## config.mk

```make
export PLATFORM = sky130hd
export DESIGN_NAME = lrf_axis_kernel_shell
export DESIGN_NICKNAME = d
export VERILOG_FILES = /design/src/rtl/lrf_axis_kernel_shell.sv
export SDC_FILE = /design/constraint.sdc
export NUM_CORES = 2
export LEC_CHECK = 0
export BUFFER_PORTS_ARGS = -buffer_cell sky130_fd_sc_hd__buf_2
export CAP_MARGIN = 20
export CELL_PAD_IN_SITES_DETAIL_PLACEMENT = 0
export CELL_PAD_IN_SITES_GLOBAL_PLACEMENT = 1
export CORE_MARGIN = 2
export CORE_UTILIZATION = 54
export CTS_BUF_LIST = sky130_fd_sc_hd__clkbuf_4 sky130_fd_sc_hd__clkbuf_8
export DETAILED_ROUTE_END_ITERATION = 6
export MAX_ROUTING_LAYER = met4
export PLACE_DENSITY_LB_ADDON = 0.1
export SLEW_MARGIN = 20
export SYNTH_ARGS = -nofsm -noshare
export SYNTH_HDL_FRONTEND = slang
export SYNTH_SLANG_ARGS = --single-unit
```

## constraint.sdc

```tcl
create_clock -name s_axis_aclk -period 13.74 [get_ports s_axis_aclk]
set_input_delay 0.687 -clock s_axis_aclk [delete_from_list [all_inputs] [get_ports s_axis_aclk]]
set_output_delay 0.687 -clock s_axis_aclk [all_outputs]
set_load 0.01 [all_outputs]
```

## src/rtl/lrf_axis_kernel_shell.sv

```systemverilog
// lrf_axis_kernel_shell
// AXI-Stream shell around a fixed-latency, step-enabled pixel kernel.
// The kernel advances only on accepted input beats or during the end-of-frame
// drain; a tag pipe follows valid beats so each kernel result is pushed once.
// A credit counter bounds FIFO occupancy plus in-flight beats, so the output
// FIFO can never overflow. Output tlast is regenerated from a beat count.
// Optional build macro: LRF_FRAME_STATS_EN adds frame_cnt and bp_cycles ports.
module lrf_axis_kernel_shell #(
  parameter int DATA_W          = 128,
  parameter int LATENCY         = 10,
  parameter int BEATS_PER_FRAME = 16384,
  parameter int FIFO_DEPTH      = 16
) (
  input  logic              s_axis_aclk,
  input  logic              s_axis_aresetn,
  input  logic [DATA_W-1:0] s_axis_tdata,
  input  logic              s_axis_tvalid,
  input  logic              s_axis_tlast,
  output logic              s_axis_tready,
  output logic [DATA_W-1:0] m_axis_tdata,
  output logic              m_axis_tvalid,
  output logic              m_axis_tlast,
  input  logic              m_axis_tready,
  output logic              k_step,
  output logic [DATA_W-1:0] k_din,
  input  logic [DATA_W-1:0] k_dout,
  output logic              err_tlast
`ifdef LRF_FRAME_STATS_EN
  ,
  output logic [15:0]       frame_cnt,
  output logic [31:0]       bp_cycles
`endif
);

  localparam int IDX_W = (BEATS_PER_FRAME > 1) ? $clog2(BEATS_PER_FRAME) : 1;
  localparam int PTR_W = $clog2(FIFO_DEPTH);
  localparam int CNT_W = PTR_W + 1;
  localparam int FL_W  = $clog2(LATENCY);
  localparam logic [IDX_W-1:0] LAST_IDX   = IDX_W'(BEATS_PER_FRAME - 1);
  localparam logic [FL_W-1:0]  FL_LAST    = FL_W'(LATENCY - 1);
  localparam logic [CNT_W-1:0] CRED_INIT  = CNT_W'(FIFO_DEPTH);

  typedef enum logic [1:0] {
    ST_IDLE  = 2'd0,
    ST_RUN   = 2'd1,
    ST_FLUSH = 2'd2
  } state_t;

  state_t             state_r;
  logic               tready_r;
  logic [FL_W-1:0]    flush_cnt_r;
  logic [CNT_W-1:0]   credits_r;
  logic [CNT_W-1:0]   credits_nxt_s;
  logic [LATENCY-1:0] tag_r;
  logic               step_d1_r;
  logic [IDX_W-1:0]   in_idx_r;
  logic [IDX_W-1:0]   out_idx_r;
  logic [IDX_W-1:0]   out_idx_nxt_s;
  logic               err_r;
  logic [DATA_W-1:0]  mem_r [FIFO_DEPTH];
  logic [PTR_W-1:0]   wr_ptr_r;
  logic [PTR_W-1:0]   rd_ptr_r;
  logic [PTR_W-1:0]   rd_ptr_nxt_s;
  logic [CNT_W-1:0]   count_r;
  logic [CNT_W-1:0]   count_nxt_s;
  logic [DATA_W-1:0]  head_r;
  logic               valid_r;
  logic               tlast_r;
  logic               in_fire_s;
  logic               flush_step_s;
  logic               push_s;
  logic               pop_s;

  // Handshakes, kernel step and kernel input gating.
  always_comb begin
    in_fire_s    = s_axis_tvalid & tready_r;
    flush_step_s = (state_r == ST_FLUSH);
    pop_s        = valid_r & m_axis_tready;
    push_s       = step_d1_r & tag_r[LATENCY-1];
    k_step       = in_fire_s | flush_step_s;
    if (in_fire_s) begin
      k_din = s_axis_tdata;
    end else begin
      k_din = {DATA_W{1'b0}};
    end
  end

  // Next credit value: one credit per accepted beat, returned on output pop.
  always_comb begin
    credits_nxt_s = credits_r;
    case ({in_fire_s, pop_s})
      2'b10:   credits_nxt_s = credits_r - CNT_W'(1);
      2'b01:   credits_nxt_s = credits_r + CNT_W'(1);
      default: credits_nxt_s = credits_r;
    endcase
  end

  // Next FIFO occupancy, read pointer and head output index.
  always_comb begin
    count_nxt_s = count_r;
    case ({push_s, pop_s})
      2'b10:   count_nxt_s = count_r + CNT_W'(1);
      2'b01:   count_nxt_s = count_r - CNT_W'(1);
      default: count_nxt_s = count_r;
    endcase
    if (pop_s) begin
      rd_ptr_nxt_s = rd_ptr_r + PTR_W'(1);
      if (out_idx_r == LAST_IDX) begin
        out_idx_nxt_s = {IDX_W{1'b0}};
      end else begin
        out_idx_nxt_s = out_idx_r + IDX_W'(1);
      end
    end else begin
      rd_ptr_nxt_s  = rd_ptr_r;
      out_idx_nxt_s = out_idx_r;
    end
  end

  // Frame FSM: accept beats in RUN, drain the kernel for LATENCY steps at frame end.
  always_ff @(posedge s_axis_aclk or negedge s_axis_aresetn) begin
    if (!s_axis_aresetn) begin
      state_r     <= ST_IDLE;
      tready_r    <= 1'b0;
      flush_cnt_r <= {FL_W{1'b0}};
    end else begin
      case (state_r)
        ST_IDLE: begin
          state_r  <= ST_RUN;
          tready_r <= (credits_nxt_s != {CNT_W{1'b0}});
        end
        ST_RUN: begin
          flush_cnt_r <= {FL_W{1'b0}};
          if (in_fire_s && (in_idx_r == LAST_IDX)) begin
            state_r  <= ST_FLUSH;
            tready_r <= 1'b0;
          end else begin
            tready_r <= (credits_nxt_s != {CNT_W{1'b0}});
          end
        end
        ST_FLUSH: begin
          if (flush_cnt_r == FL_LAST) begin
            state_r  <= ST_RUN;
            tready_r <= (credits_nxt_s != {CNT_W{1'b0}});
          end else begin
            flush_cnt_r <= flush_cnt_r + FL_W'(1);
            tready_r    <= 1'b0;
          end
        end
        default: begin
          state_r  <= ST_IDLE;
          tready_r <= 1'b0;
        end
      endcase
    end
  end

  // Credits, tag pipe, input beat index and sticky tlast error.
  always_ff @(posedge s_axis_aclk or negedge s_axis_aresetn) begin
    if (!s_axis_aresetn) begin
      credits_r <= CRED_INIT;
      tag_r     <= {LATENCY{1'b0}};
      step_d1_r <= 1'b0;
      in_idx_r  <= {IDX_W{1'b0}};
      err_r     <= 1'b0;
    end else begin
      credits_r <= credits_nxt_s;
      step_d1_r <= k_step;
      if (k_step) begin
        tag_r <= {tag_r[LATENCY-2:0], in_fire_s};
      end
      if (in_fire_s) begin
        if (s_axis_tlast != (in_idx_r == LAST_IDX)) begin
          err_r <= 1'b1;
        end
        if (in_idx_r == LAST_IDX) begin
          in_idx_r <= {IDX_W{1'b0}};
        end else begin
          in_idx_r <= in_idx_r + IDX_W'(1);
        end
      end
    end
  end

  // FIFO storage; contents need no reset because occupancy gates every read.
  always_ff @(posedge s_axis_aclk) begin
    if (push_s) begin
      mem_r[wr_ptr_r] <= k_dout;
    end
  end

  // FIFO pointers plus registered head word, valid and regenerated tlast.
  always_ff @(posedge s_axis_aclk or negedge s_axis_aresetn) begin
    if (!s_axis_aresetn) begin
      wr_ptr_r  <= {PTR_W{1'b0}};
      rd_ptr_r  <= {PTR_W{1'b0}};
      count_r   <= {CNT_W{1'b0}};
      out_idx_r <= {IDX_W{1'b0}};
      head_r    <= {DATA_W{1'b0}};
      valid_r   <= 1'b0;
      tlast_r   <= 1'b0;
    end else begin
      if (push_s) begin
        wr_ptr_r <= wr_ptr_r + PTR_W'(1);
      end
      rd_ptr_r  <= rd_ptr_nxt_s;
      count_r   <= count_nxt_s;
      out_idx_r <= out_idx_nxt_s;
      // A word written into the slot the head is moving to bypasses the array.
      if (push_s && (wr_ptr_r == rd_ptr_nxt_s)) begin
        head_r <= k_dout;
      end else begin
        head_r <= mem_r[rd_ptr_nxt_s];
      end
      valid_r <= (count_nxt_s != {CNT_W{1'b0}});
      tlast_r <= (count_nxt_s != {CNT_W{1'b0}}) && (out_idx_nxt_s == LAST_IDX);
    end
  end

  assign s_axis_tready = tready_r;
  assign m_axis_tdata  = head_r;
  assign m_axis_tvalid = valid_r;
  assign m_axis_tlast  = tlast_r;
  assign err_tlast     = err_r;

`ifdef LRF_FRAME_STATS_EN
  logic [15:0] frame_cnt_r;
  logic [31:0] bp_cycles_r;

  // Completed output frames and saturating output backpressure cycles.
  always_ff @(posedge s_axis_aclk or negedge s_axis_aresetn) begin
    if (!s_axis_aresetn) begin
      frame_cnt_r <= 16'd0;
      bp_cycles_r <= 32'd0;
    end else begin
      if (pop_s && tlast_r) begin
        frame_cnt_r <= frame_cnt_r + 16'd1;
      end
      if (valid_r && !m_axis_tready && (bp_cycles_r != 32'hFFFF_FFFF)) begin
        bp_cycles_r <= bp_cycles_r + 32'd1;
      end
    end
  end

  assign frame_cnt = frame_cnt_r;
  assign bp_cycles = bp_cycles_r;
`endif

endmodule

```

# After elaboration in Yosys (flattened, before gate mapping)
# Memory sizes are Yosys's and may differ from the RTL's. A register that Yosys moved wholly into a read port is not among the register bits.
# Cells that the tools add are included.
# classes
add_sub_neg,9
eq_ne,14
n_mux,17
bitwise,4
n_reduce_logical,10
# op_table
operator,count
$mux 128,1
$eq 14x14->1 const B,3
$mux 14,3
$add 14x1->14 const B,2
$pmux 5 s2,2
$add 4x1->4 const B,3
$add 5x1->5 const B,2
$reduce_bool 5->1,2
$sub 5x1->5 const B,2
$mux 4,2
$pmux 4 s2,1
$eq 2x1->1 const B,3
$eq 2x2->1 const B,3
$pmux 2 s3,1
$reduce_and 2->1,3
$eq 4x4->1 const B,1
$mux 1,4
$mux 2,2
$ne 2x2->1 const B,2
$and 1x1->1,3
$pmux 1 s3,1
$logic_and 1x1->1,2
$logic_not 2->1,1
$ne 2x1->1 const B,1
4 further kinds,4
# word_totals
ff_bits,67
ramBits,2048
inputBits,261
output_inout_bits,261
elab_cells,69
n_memories,1
# mem_list
name,depth,width,rd,rd_clocked_by_memory_dff,wr,line,text
mem_r,16,128,1,1,1,60,logic [DATA_W-1:0] mem_r [FIFO_DEPTH];

# Logic depth before layout (Yosys ltp)
# depth
depth_word,6
ltp_mapped,12
ltp_nobuf,11

# Worst setup path before layout
# No wires, ideal clock.
# synth_path
kind,reg-to-reg
from,register tag_r[9]
to,"memory mem_r[3][0], enable pin"
setup_time_ps,772
arrival_ps,9505
required_ps,12968
slack_ps,3463
path_stages_with_launch,5
path_buffers,1
synth_period_minus_slack_ps,10277
cell_sequence,dfrtp_1 and2_1 clkbuf_1 nand2_1 nor3_1
# synth_between
elab_chain_cells,3
# synth_rtl
item,line,text
start: declaration,54,logic [LATENCY-1:0] tag_r;
start signal: assignment,161,tag_r <= {LATENCY{1'b0}};
start signal: assignment,169,"tag_r <= {tag_r[LATENCY-2:0], in_fire_s};"
$and 1x1->1,79,push_s = step_d1_r & tag_r[LATENCY-1];
$mux 1,186,if (push_s) begin
$mux 1 (not written as such),187,mem_r[wr_ptr_r] <= k_dout;
end: declaration,60,
# Every way passes these cells.

# Worst setup path after layout
# layout_path
from,"register valid_r, in the netlist m_axis_tvalid"
to,"register head_r[50], in the netlist m_axis_tdata[50] (read register of mem_r)"
# layout_between
elab_chain_cells,2
# layout_rtl
item,line,text
start: declaration,67,logic valid_r;
start signal: assignment,214,valid_r <= (count_nxt_s != {CNT_W{1'b0}});
$and 1x1->1,78,pop_s = valid_r & m_axis_tready;
$mux 4,106,if (pop_s) begin
end: declaration,66,logic [DATA_W-1:0] head_r;
# Every way passes these cells.
# A chain may end at the register's enable or synchronous reset.

==> impl_metrics.ini <==
[run_status]
status = finished clean

[placed_design]
gp_congestion = 0.946
port_buffers = 521
dp.final_hpwl_um = 122000
place_inst = 7535

[floorplanning]
core_sq_mm = 0.158
die_y_um = 403
ios = 522
fp-row-count = 146
initial_core_util = 0.544
die_width_um = 403
die-area_sq_mm = 0.163

[power]
power_w = 0.0217
p_switching_w = 0.00757
p_int_w = 0.0141
power_density_mw_per_mm2 = 217
ir_worst_vdd_mv = 0.394
swShare = 0.350
total_leakage_power_nw = 34.8
comb_power_share = 0.330
power_frac_clock = 0.266
seq_power_share = 0.404

[worst_setup_path]
critPathMaxFanout = 55
cp_top_family = buffers and inverters
cpPeakStageDelay_ns = 0.76
critPathRequiredTime_ns = 14.62
slowest_stage = buf_4
critPathLaunchType = flop
crit_buf_inv = 4
crit_top_cell = buf_4
arrival_ns = 6.38
crit_path_end_kind = flop
path_class = flop to flop
path_cells = a21bo_4 -> and2_4 -> buf_4 -> buf_4 -> buf_4 -> buf_4 -> mux4_2 -> a22oi_1 -> a31oi_1
reg2reg_depth = 9
critical_path_depth = 9

[yosys]
synth.ff_latch_count = 2243
synth_top_area_frac = 0.714
synth_ff_type = edfxtp_1
synthArstFlopShare = 0.0869
syn_area_sq_mm = 0.0862
ys_warn_count = 0
synth_top_area_cell = edfxtp_1
ys_seq_area_frac = 0.770
ys_top_cells_by_area = edfxtp_1 71%, mux4_2 6.7%, dfrtp_1 5.6%, nand2_1 3.6%, and3_1 1.9%
avgSynthCellArea_sq_um = 16.6
synth.distinct_cells = 57
syn_nets = 5482
synth_most_common_cell = edfxtp_1
syn_inst = 5201
synth_edf_count = 2048
synth_common_cells = 2048 x edfxtp_1, 817 x nand2_1, 275 x nand3_1, 262 x and3_1

[final_layout]
syn2layout_area_growth_pct = 15.6
drive_above_1_share = 0.241
finish.net_count = 6245
fillCellCount = 11600
fin_cells = 8330
fin_util = 0.629

[sta]
worst_pin_slew_ns = 1.10
skew_ns = 0.0575
tns_ns = 0
finalSetupViolCount = 0
fin_crit_ns = 5.51
maxSlewViolCount = 0
fmax_mhz = 182
rsz0062_at_grt = no
min_period_over_period = 0.401
slew-limit-headroom = 0.268
hold_slack_ns = 0.115
finalHoldViolations = 0

[clocking]
cts_root_buf = clkbuf_8
cts_setup_buffers = 0
cts_max_level = 5
cts_num_sinks = 2243
clk_latency_ns = 1.06
tritoncts = done
cts_resized = 0
cts_buffers = 368
path_clk_slew_ns = 0.06
clockBufferDepth = 4

[global_route]
grt_pass1_vias = 50100
grt_usage = 0.309
grt_pass1_wl_um = 350000
overflow = 0
antenna_found_initial = 36
grt_max_degree = 174

[detailed_routing]
viasPerCell = 6.10
num_vias = 50800
routed_wl_um = 243000
ant_nets = 0
drt_iter0_markers = 4613
route.detailed.drc = 0
wl_per_cell_um = 29.2
drt_first_pass_iters = 5

[worst_hold_path]
hold_class = primary input to flop
whs_path_depth = 3

[run]
cap_viol_max_count = 0
worst min-delay path: stages:
cell and delay (ns):
buf_2 0.16, nand3_1 0.14, o41ai_1 0.10
power groups by stage:
stage / registers (W) / logic, W / clock network [W]
6_report: 0.00875 / 0.00714 / 0.00577
3_5_place_dp: 0.00889 / 0.00712 / 0
4_1_cts: 0.00876 / 0.00717 / 0.00586
5_1_grt: 0.00881 / 0.00767 / 0.00617
3_3_place_gp: 0.00887 / 0.00704 / 0
2_1_floorplan: 0.00893 / 0.00450 / 0
cells in the final DEF, fill, tap and decap left out, types with 20 or more instances in the layout:
master	Yosys	routed
clkbuf_8	0	414
buf_4	2	77
dfrtp_1	194	193
dlygate4sd3_1	0	130
nand3_1	275	275
nand2_1	817	816
o21ai_0	20	20
edfxtp_1	2048	2048
xnor2_1	23	22
clkbuf_4	0	140
a211oi_1	128	128
nand4_1	134	134
a22oi_1	129	129
mux4_2	256	256
clkinv_1	1	53
and3_1	262	262
buf_2	82	520
nor2_1	163	151
clkinv_2	0	25
diode_2	0	23
a31oi_1	256	256
stage by stage:
stage / setup slack [ns] / area, sq um
floorplan: 3.46 / 86200
global placement: 7.75 / 91000
detailed placement: 7.73 / 91000
CTS: 8.07 / 99600
global route: 7.72 / 99600
finish: 8.23 / 99600
path summary, 6_finish.rpt:
kind | from | end | slack [ns]
worst max-delay path | m_axis_tvalid | m_axis_tdata[50] | 8.23
worst min-delay path | m_axis_tready | out_idx_r[13] | 0.12
worst max register to register | m_axis_tvalid | m_axis_tdata[50] | 8.23
worst min register to register | err_tlast | err_tlast | 0.48
max in group asynchronous | s_axis_aresetn | m_axis_tdata[42] | 11.97
min in group asynchronous | s_axis_aresetn | m_axis_tdata[15] | 0.30
final cells by class:
class                      instances  area, sq um  area share
sequential                      2243        66400       0.666
multi-input combinational       2588        18400       0.185
clock buffer                     554         6750      0.0677
timing repair buffer             745         4830      0.0485
tap                             2072         2590      0.0260
clock inverter                    87          532     0.00534
inverter                          18         75.1    0.000753
antenna                           23         57.6    0.000578
state kept, by name, indices dropped and copies added, names as in the netlist:
name and cells:
in_idx_r 14, m_axis_tdata 128, flush_cnt_r 4, s_axis_tready 1, rd_ptr_r 4, credits_r 5, out_idx_r 14, err_tlast 1
count_r 5, step_d1_r 1, m_axis_tlast 1, wr_ptr_r 4, m_axis_tvalid 1, state_r 2, mem_r 2048, tag_r 10
routing by layer:
metal / vias up / global-route usage / wire (um)
li1: 21900 / - / -
met1: 26300 / 0.404 / 96100
met2: 2197 / 0.482 / 118000
met3: 384 / 0.0609 / 19500
met4: 0 / 0.124 / 9910
met5: - / - / 0
cell families (layout without fill, tap and decap cells):
kind of cell,count (synthesis),count (layout),share of synthesized area
other,0,23,0
multiplexers,266,266,0.0682
buffers and inverters,370,1404,0.0185
AO/OA/AOI/OAI,572,572,0.0454
adder cells (fa/ha/maj),20,20,0.00308
XOR/XNOR,38,38,0.00404
AND/OR/NAND/NOR,1692,1692,0.0904
flip-flops,2243,2243,0.770
repair_timing:
item / in CTS / in global routing
hold buffers: 130 / 0
setup endpoints to repair: 0 / 0
hold endpoints to repair: 2205 / 0
Note: power is estimated with default switching activity, not from simulation.
